===== src/rtl/mem_port_arbiter.sv =====
// Two-requester (fetch / data) arbiter for a single-ported memory with a LAT-cycle access sequencer.
// Tie-break: data wins by default; define ARB_ROUND_ROBIN_EN for round-robin tie-breaking.
module mem_port_arbiter #(
  parameter int ADDR_W = 32,
  parameter int DATA_W = 32,
  parameter int LAT    = 2
) (
  input  logic              clk,
  input  logic              rst,
  input  logic              i_req,
  input  logic [ADDR_W-1:0] i_adr,
  output logic [DATA_W-1:0] i_rdata,
  output logic              i_ack,
  input  logic              d_req,
  input  logic              d_we,
  input  logic [ADDR_W-1:0] d_adr,
  input  logic [DATA_W-1:0] d_wdata,
  output logic [DATA_W-1:0] d_rdata,
  output logic              d_ack,
  output logic [ADDR_W-1:0] mem_adr,
  output logic [DATA_W-1:0] mem_wdata,
  output logic              mem_read,
  output logic              mem_write,
  input  logic [DATA_W-1:0] mem_rdata,
  output logic              busy,
  output logic [1:0]        grant
);

  typedef enum logic [1:0] {
    IDLE   = 2'd0,
    ACCESS = 2'd1,
    RESP   = 2'd2
  } state_t;

  localparam logic [3:0] CNT_LOAD = 4'(LAT - 1);

  state_t            state, state_nxt;
  logic [3:0]        cnt, cnt_nxt;
  logic [ADDR_W-1:0] adr_q;
  logic [DATA_W-1:0] wdata_q;
  logic              we_q;
  logic [1:0]        grant_q;
  logic [DATA_W-1:0] i_rdata_q, d_rdata_q;
  logic              start;
  logic              pick_d;
  logic              last_cycle;

  assign start      = (state == IDLE) && (i_req || d_req);
  assign last_cycle = (state == ACCESS) && (cnt == 4'd0);

`ifdef ARB_ROUND_ROBIN_EN
  logic last_d;

  assign pick_d = d_req & (~i_req | ~last_d);

  // Round-robin pointer: 1 when the data port was served most recently.
  always_ff @(posedge clk) begin
    if (rst) begin
      last_d <= 1'b0;
    end else if (start) begin
      last_d <= pick_d;
    end else begin
      last_d <= last_d;
    end
  end
`else
  assign pick_d = d_req;
`endif

  // Next-state and access counter.
  always_comb begin
    state_nxt = state;
    cnt_nxt   = cnt;
    case (state)
      IDLE: begin
        if (i_req || d_req) begin
          state_nxt = ACCESS;
          cnt_nxt   = CNT_LOAD;
        end else begin
          state_nxt = IDLE;
        end
      end
      ACCESS: begin
        if (cnt == 4'd0) begin
          state_nxt = RESP;
        end else begin
          cnt_nxt = cnt - 4'd1;
        end
      end
      RESP:    state_nxt = IDLE;
      default: state_nxt = IDLE;
    endcase
  end

  // State, latched transaction and read-data registers.
  always_ff @(posedge clk) begin
    if (rst) begin
      state     <= IDLE;
      cnt       <= 4'd0;
      adr_q     <= '0;
      wdata_q   <= '0;
      we_q      <= 1'b0;
      grant_q   <= 2'b00;
      i_rdata_q <= '0;
      d_rdata_q <= '0;
    end else begin
      state <= state_nxt;
      cnt   <= cnt_nxt;
      if (start) begin
        grant_q <= pick_d ? 2'b10 : 2'b01;
        adr_q   <= pick_d ? d_adr : i_adr;
        wdata_q <= pick_d ? d_wdata : '0;
        we_q    <= pick_d & d_we;
      end else if (state == RESP) begin
        grant_q <= 2'b00;
      end
      // Writes never disturb the data port's last read word.
      if (last_cycle && !we_q) begin
        if (grant_q[1]) begin
          d_rdata_q <= mem_rdata;
        end else begin
          i_rdata_q <= mem_rdata;
        end
      end
    end
  end

  assign mem_adr   = (state == ACCESS) ? adr_q : '0;
  assign mem_wdata = (state == ACCESS) ? wdata_q : '0;
  assign mem_read  = (state == ACCESS) && !we_q && !rst;
  assign mem_write = last_cycle && we_q && !grant_q[0] && !rst;
  assign busy      = (state != IDLE);
  assign grant     = grant_q;
  assign i_ack     = (state == RESP) && grant_q[0];
  assign d_ack     = (state == RESP) && grant_q[1];
  assign i_rdata   = i_rdata_q;
  assign d_rdata   = d_rdata_q;

endmodule


===== config.mk =====
export PLATFORM = sky130hd
export DESIGN_NAME = mem_port_arbiter
export DESIGN_NICKNAME = d
export VERILOG_FILES = /design/src/rtl/mem_port_arbiter.sv
export SDC_FILE = /design/constraint.sdc
export NUM_CORES = 1
export LEC_CHECK = 0
export CORE_MARGIN = 2
export CORE_UTILIZATION = 45
export CTS_BUF_LIST = sky130_fd_sc_hd__clkbuf_2
export CTS_CLUSTER_SIZE = 14
export DETAILED_ROUTE_END_ITERATION = 10
export DONT_BUFFER_PORTS = 1
export PLACE_DENSITY = 0.67
export SLEW_MARGIN = 20
export SYNTH_ARGS = -nofsm -noshare
export SYNTH_HDL_FRONTEND = slang
export SYNTH_SLANG_ARGS = --single-unit

===== constraint.sdc =====
create_clock -name clk -period 1.75 [get_ports clk]
set_input_delay 0.35 -clock clk [delete_from_list [all_inputs] [get_ports clk]]
set_output_delay 0.35 -clock clk [all_outputs]
set_load 0.02 [all_outputs]

After elaboration in Yosys (flattened, before gate mapping)
Index checks and enable logic that the tools add are counted.
- input bits: 133
- register bits: 137
- word-level logic and storage cells: 51
- output and inout bits: 135
- add/sub/neg operators: 1
- reduce and logical (&&, ||, !) cells: 22
- mux-type cells: 13
- bitwise operators: 2
- equality and inequality tests: 5
- operator list (operator ; number):
    $mux W32 ; 4
    $logic_and A1 B1 Y1 ; 10
    $mux W2 ; 4
    $mux W4 ; 2
    $pmux W4 S2 ; 1
    $reduce_bool A2 Y1 ; 3
    $logic_not A4 Y1 ; 1
    $ne A2 B1 Y1 const B ; 2
    $pmux W2 S2 ; 1
    $reduce_and A2 Y1 ; 2
    $sub A4 B1 Y4 const B ; 1
    $logic_not A1 Y1 ; 3
    $reduce_and A3 Y1 ; 1
    $eq A2 B1 Y1 const B ; 1
    $eq A2 B2 Y1 const B ; 1
    $logic_not A2 Y1 ; 1
    $ne A2 B2 Y1 const B ; 1
    $and A1 B1 Y1 ; 1
    $logic_or A1 B1 Y1 ; 1
    $mux W1 ; 1
    $not A1 Y1 ; 1

Longest topological paths before layout
Gate-level depths: netlist of run 1.
- word-level depth: 5
- gate-level depth with buffers: 7
- depth with buffers taken out: 5

Least setup slack after synthesis of run 1
OpenSTA, ideal clock, no wires.
- path kind: flip-flop to output port
- start point: reg cnt[0]
- end point: out mem_write
- data required time: 1.400 ns
- stages on the path, launching flop included: 6
- path buffers: 0
- path slack: 0.053 ns
- data arrival time: 1.347 ns
- cell sequence: dfxtp_1 -> inv_1 -> ha_1 -> or3b_1 -> nor3_1 -> and3b_1
- word-level cells in the longest chain between the ends: 5
- ends and longest elaborated chain (what ; line ; source):
    from (decl) ; 38 ; logic [3:0] cnt, cnt_nxt;
    from (signal assigned) ; 108 ; cnt <= cnt_nxt;
    $logic_not A4 Y1 ; 49 ; assign last_cycle = (state == ACCESS) && (cnt == 4'd0);
    $logic_and A1 B1 Y1 ; 49 ;
    $logic_and A1 B1 Y1 (3 in a row) ; 131 ; assign mem_write = last_cycle && we_q && !grant_q[0] && !rst;
    to (decl) ; 23 ; output logic mem_write,
No other way between the ends.

Final worst setup path of run 1
Same ends and word-level chain as after synthesis.

==> results of run 1 <==
[worst max path at each step]
stage                      start         to
after floorplan           cnt[0]  mem_write
final                     cnt[0]  mem_write
after global placement     d_req   adr_q[1]
after detailed placement   d_req   adr_q[2]
after global routing      cnt[0]  mem_write
after CTS                 cnt[0]  mem_write
[sequential cells by signal (all words and copies together), names as in the netlist]
register / flops
cnt: 4
i_rdata: 32
d_rdata: 32
grant: 2
wdata_q: 32
we_q: 1
state: 2
adr_q: 32
[power groups by stage]
stage | logic, mW | clock network, mW | registers (mW)
6_report | 2.17 | 2.31 | 3.63
2_1_floorplan | 0.872 | 0 | 3.62
3_3_place_gp | 1.02 | 0 | 3.66
4_1_cts | 1.94 | 2.35 | 3.62
5_1_grt | 2.27 | 2.50 | 3.66
3_5_place_dp | 1.05 | 0 | 3.67
[worst max-delay path: stages (launching register included)]
cell	delay [ns]
dfxtp_2	0.37
inv_2	0.07
ha_4	0.13
or3b_4	0.40
nor3_4	0.19
and3b_2	0.30
[metal layers]
metal,up-vias,part of all wire
met5,-,0
met4,0,0.032
met3,62,0.085
met2,332,0.50
met1,2740,0.39
li1,2603,-
[per-stage QoR]
step | power, mW | hold slack (ns) | cell area, um^2 | setup TNS [ns]
after global routing | 8.43 | 0.0236 | 8630 | -49.08
after CTS | 7.91 | 0.0301 | 8400 | -40.92
after detailed placement | 4.72 | 0.441 | 5980 | -4.15
after global placement | 4.68 | 0.437 | 5980 | -3.01
after floorplan | 4.49 | 0.440 | 5830 | 0
final | 8.11 | 0.0977 | 8630 | -40.83
[what timing repair did]
action,in CTS,in global routing
cloned,11,7
setup buffers,21,14
endpoints found under the hold margin,137,0
pin swaps,23,15
hold buffers,134,0
gates resized for setup,176,27
endpoints found under the setup margin,77,152
[cell usage after synthesis]
library cell / instances
a21oi_1: 36
a21oi_2: 1
a221o_1: 12
a22o_1: 20
a31o_1: 1
a31oi_1: 2
a41o_1: 1
and2_1: 64
and2b_1: 1
and3_1: 12
and3b_1: 5
and4bb_1: 1
buf_1: 1
buf_2: 17
buf_4: 1
buf_6: 1
buf_8: 3
clkbuf_1: 32
dfxtp_1: 137
ha_1: 1
inv_1: 2
inv_2: 2
mux2i_1: 64
nand2_1: 169
nand2b_1: 4
nand3_1: 1
nand3_2: 1
nand3b_1: 1
nor2_1: 5
nor2_2: 1
nor2b_1: 2
nor3_1: 2
nor3_2: 1
nor3b_2: 1
nor4b_1: 1
o211ai_1: 3
o21ai_0: 39
o21ai_1: 14
o21bai_1: 1
o22ai_1: 1
or2_1: 1
or3_1: 1
or3b_1: 1
or4_1: 1
[cell type report]
class,count,area share
multi-input cells,474,0.357
flip-flops and latches,137,0.318
repair buffers,197,0.257
clock inverters,15,0.0258
well taps,172,0.0249
clock buffers,17,0.00986
inverters,4,0.00362
repair inverters,3,0.00333
[cell families after synthesis]
| group | after synthesis |
|---|---|
| AO/OA/AOI/OAI | 131 |
| adder cells (fa/ha/maj) | 1 |
| buffers and inverters | 59 |
| flip-flops | 137 |
| multiplexers | 64 |
| AND/OR/NAND/NOR | 276 |
==> results.sh, run 1 <==
export IMPL_arrival_ns=2.15
export IMPL_cts_sinks=137
export IMPL_fillerInstances=905
export IMPL_die_w_um=118
export IMPL_ys_seq_area_frac=0.470
export IMPL_drt_vias_per_instance=5.63
export IMPL_synth_fp_nets=802
export IMPL_setup_slack_ns=-0.750
export IMPL_worst_slew_margin_rel=0.443
export IMPL_grt_max_degree=54
export IMPL_p_per_area_nw_per_um2=940
export IMPL_portBuffers=0
export IMPL_hp_start="i_req"
export IMPL_diodes=0
export IMPL_grt_usage=0.268
export IMPL_ir_drop_uv=587
export IMPL_p_int_mw=5.56
export IMPL_core_area_um2=12600
export IMPL_die_area_um2=13900
export IMPL_status="finished with violations"
export IMPL_place_hpwl_um=9770
export IMPL_antenna_found_initial=0
export IMPL_insertion_delay_ns=0.70
export IMPL_use_met2=0.449
export IMPL_cts_htree_levels=4
export IMPL_antenna_left=0
export IMPL_cts_buffers_inserted=17
export IMPL_whs_endpoint="adr_q[23]"
export IMPL_routedWlPerCell_um=20.3
export IMPL_rr_startpoint="state[0]"
export IMPL_skew_ns=0.0150
export IMPL_yosysUniqueCellTypes=44
export IMPL_final_util=0.684
export IMPL_power_frac_seq=0.448
export IMPL_path_max_fanout=3
export IMPL_worstSetupEndpointType="primary output"
export IMPL_synth_xor_area_frac=0
export IMPL_tightestPinTransition_ns=0.836
export IMPL_period_share=1.43
export IMPL_final_cell_mix="nand2_1, dfxtp_1, dlygate4sd3_1"
export IMPL_die_y_um=118
export IMPL_cts_tree="built"
export IMPL_final_cells=1019
export IMPL_drt_iter0_markers=408
export IMPL_hold_violations=0
export IMPL_rows=41
export IMPL_grt_pass1_vias=5731
export IMPL_clockBufferDepth=2
export IMPL_path_class="flip-flop to primary output"
export IMPL_cap_viol_max_count=0
export IMPL_rsz0062_at_grt="yes"
export IMPL_io_pins=268
export IMPL_hold_depth=2
export IMPL_synthCells=668
export IMPL_root_buffer="clkbuf_2"
export IMPL_grt_use_met3=0.0887
export IMPL_rr_worst_depth=8
export IMPL_p_leak_nw=3.73
export IMPL_final_common_cell="nand2_1"
export IMPL_gr_usage_met1=0.307
export IMPL_syn_area_per_cell_um2=8.73
export IMPL_hold_path_class="primary input to flip-flop"
export IMPL_start_kind="flip-flop"
export IMPL_area_growth_pct=48.1
export IMPL_yosys_area_share_simple=0.228
export IMPL_sw_frac_of_total=0.314
export IMPL_multi_input_area_um2=3080
export IMPL_finalSetupViolCount=106
export IMPL_p_comb_frac=0.267
export IMPL_synth_area_leader_cell="dfxtp_1"
export IMPL_synth_top_family_by_area="simple AND/OR/NAND/NOR gates"
export IMPL_synthAdderAreaFrac=0.00215
export IMPL_violations="setup timing"
export IMPL_post_route_min_period_ns=2.50
export IMPL_synth_compound_area_frac=0.140
export IMPL_pre_cts_ws_ns=-0.239
export IMPL_r2r_end="i_rdata[0]"
export IMPL_grt_ovfl_total=0
export IMPL_synth_area_leaders="dfxtp_1, mux2i_1, nand2_1, and2_1, o21ai_0"
export IMPL_rrSetupSlack_ns=-0.20
export IMPL_start_util=0.462
export IMPL_synth_mux_area_frac=0.110
export IMPL_place_congestion=0.824
export IMPL_drv_slew=0
export IMPL_routed_wl_um=20700
export IMPL_clkTransAtPathRegs_ns=0.22
export IMPL_netlist_area_um2=5830
export IMPL_top_usage_layer="met2"
export IMPL_seqCellArea_um2=2750
export IMPL_drcViolationCount=0
export IMPL_grt_pass1_wl_um=29700
export IMPL_dr_pass1_iters=6
export IMPL_max_freq_ghz=0.400
export IMPL_dp_cells=805
export IMPL_drive_gt1_frac=0.233
export IMPL_vias=5737
export IMPL_power_switching_mw=2.55
export IMPL_required_ns=1.40
export IMPL_finalNetCount=968
export IMPL_synth_top_area_share=0.470
export IMPL_synth_seq_cells=137
export IMPL_yosys_warnings=0
export IMPL_clockPowerShare=0.285
Power figures use the tool's default switching activity.
==> run 2: changes to the inputs <==
--- a/config.mk
+++ b/config.mk
@@ -5,6 +5,7 @@
 export SDC_FILE = /design/constraint.sdc
 export NUM_CORES = 1
 export LEC_CHECK = 0
+export CAP_MARGIN = 20
 export CORE_MARGIN = 2
 export CORE_UTILIZATION = 45
 export CTS_BUF_LIST = sky130_fd_sc_hd__clkbuf_2
==> results of run 2 <==
No change in the layout: final DEF, timing and power equal those of run 1.
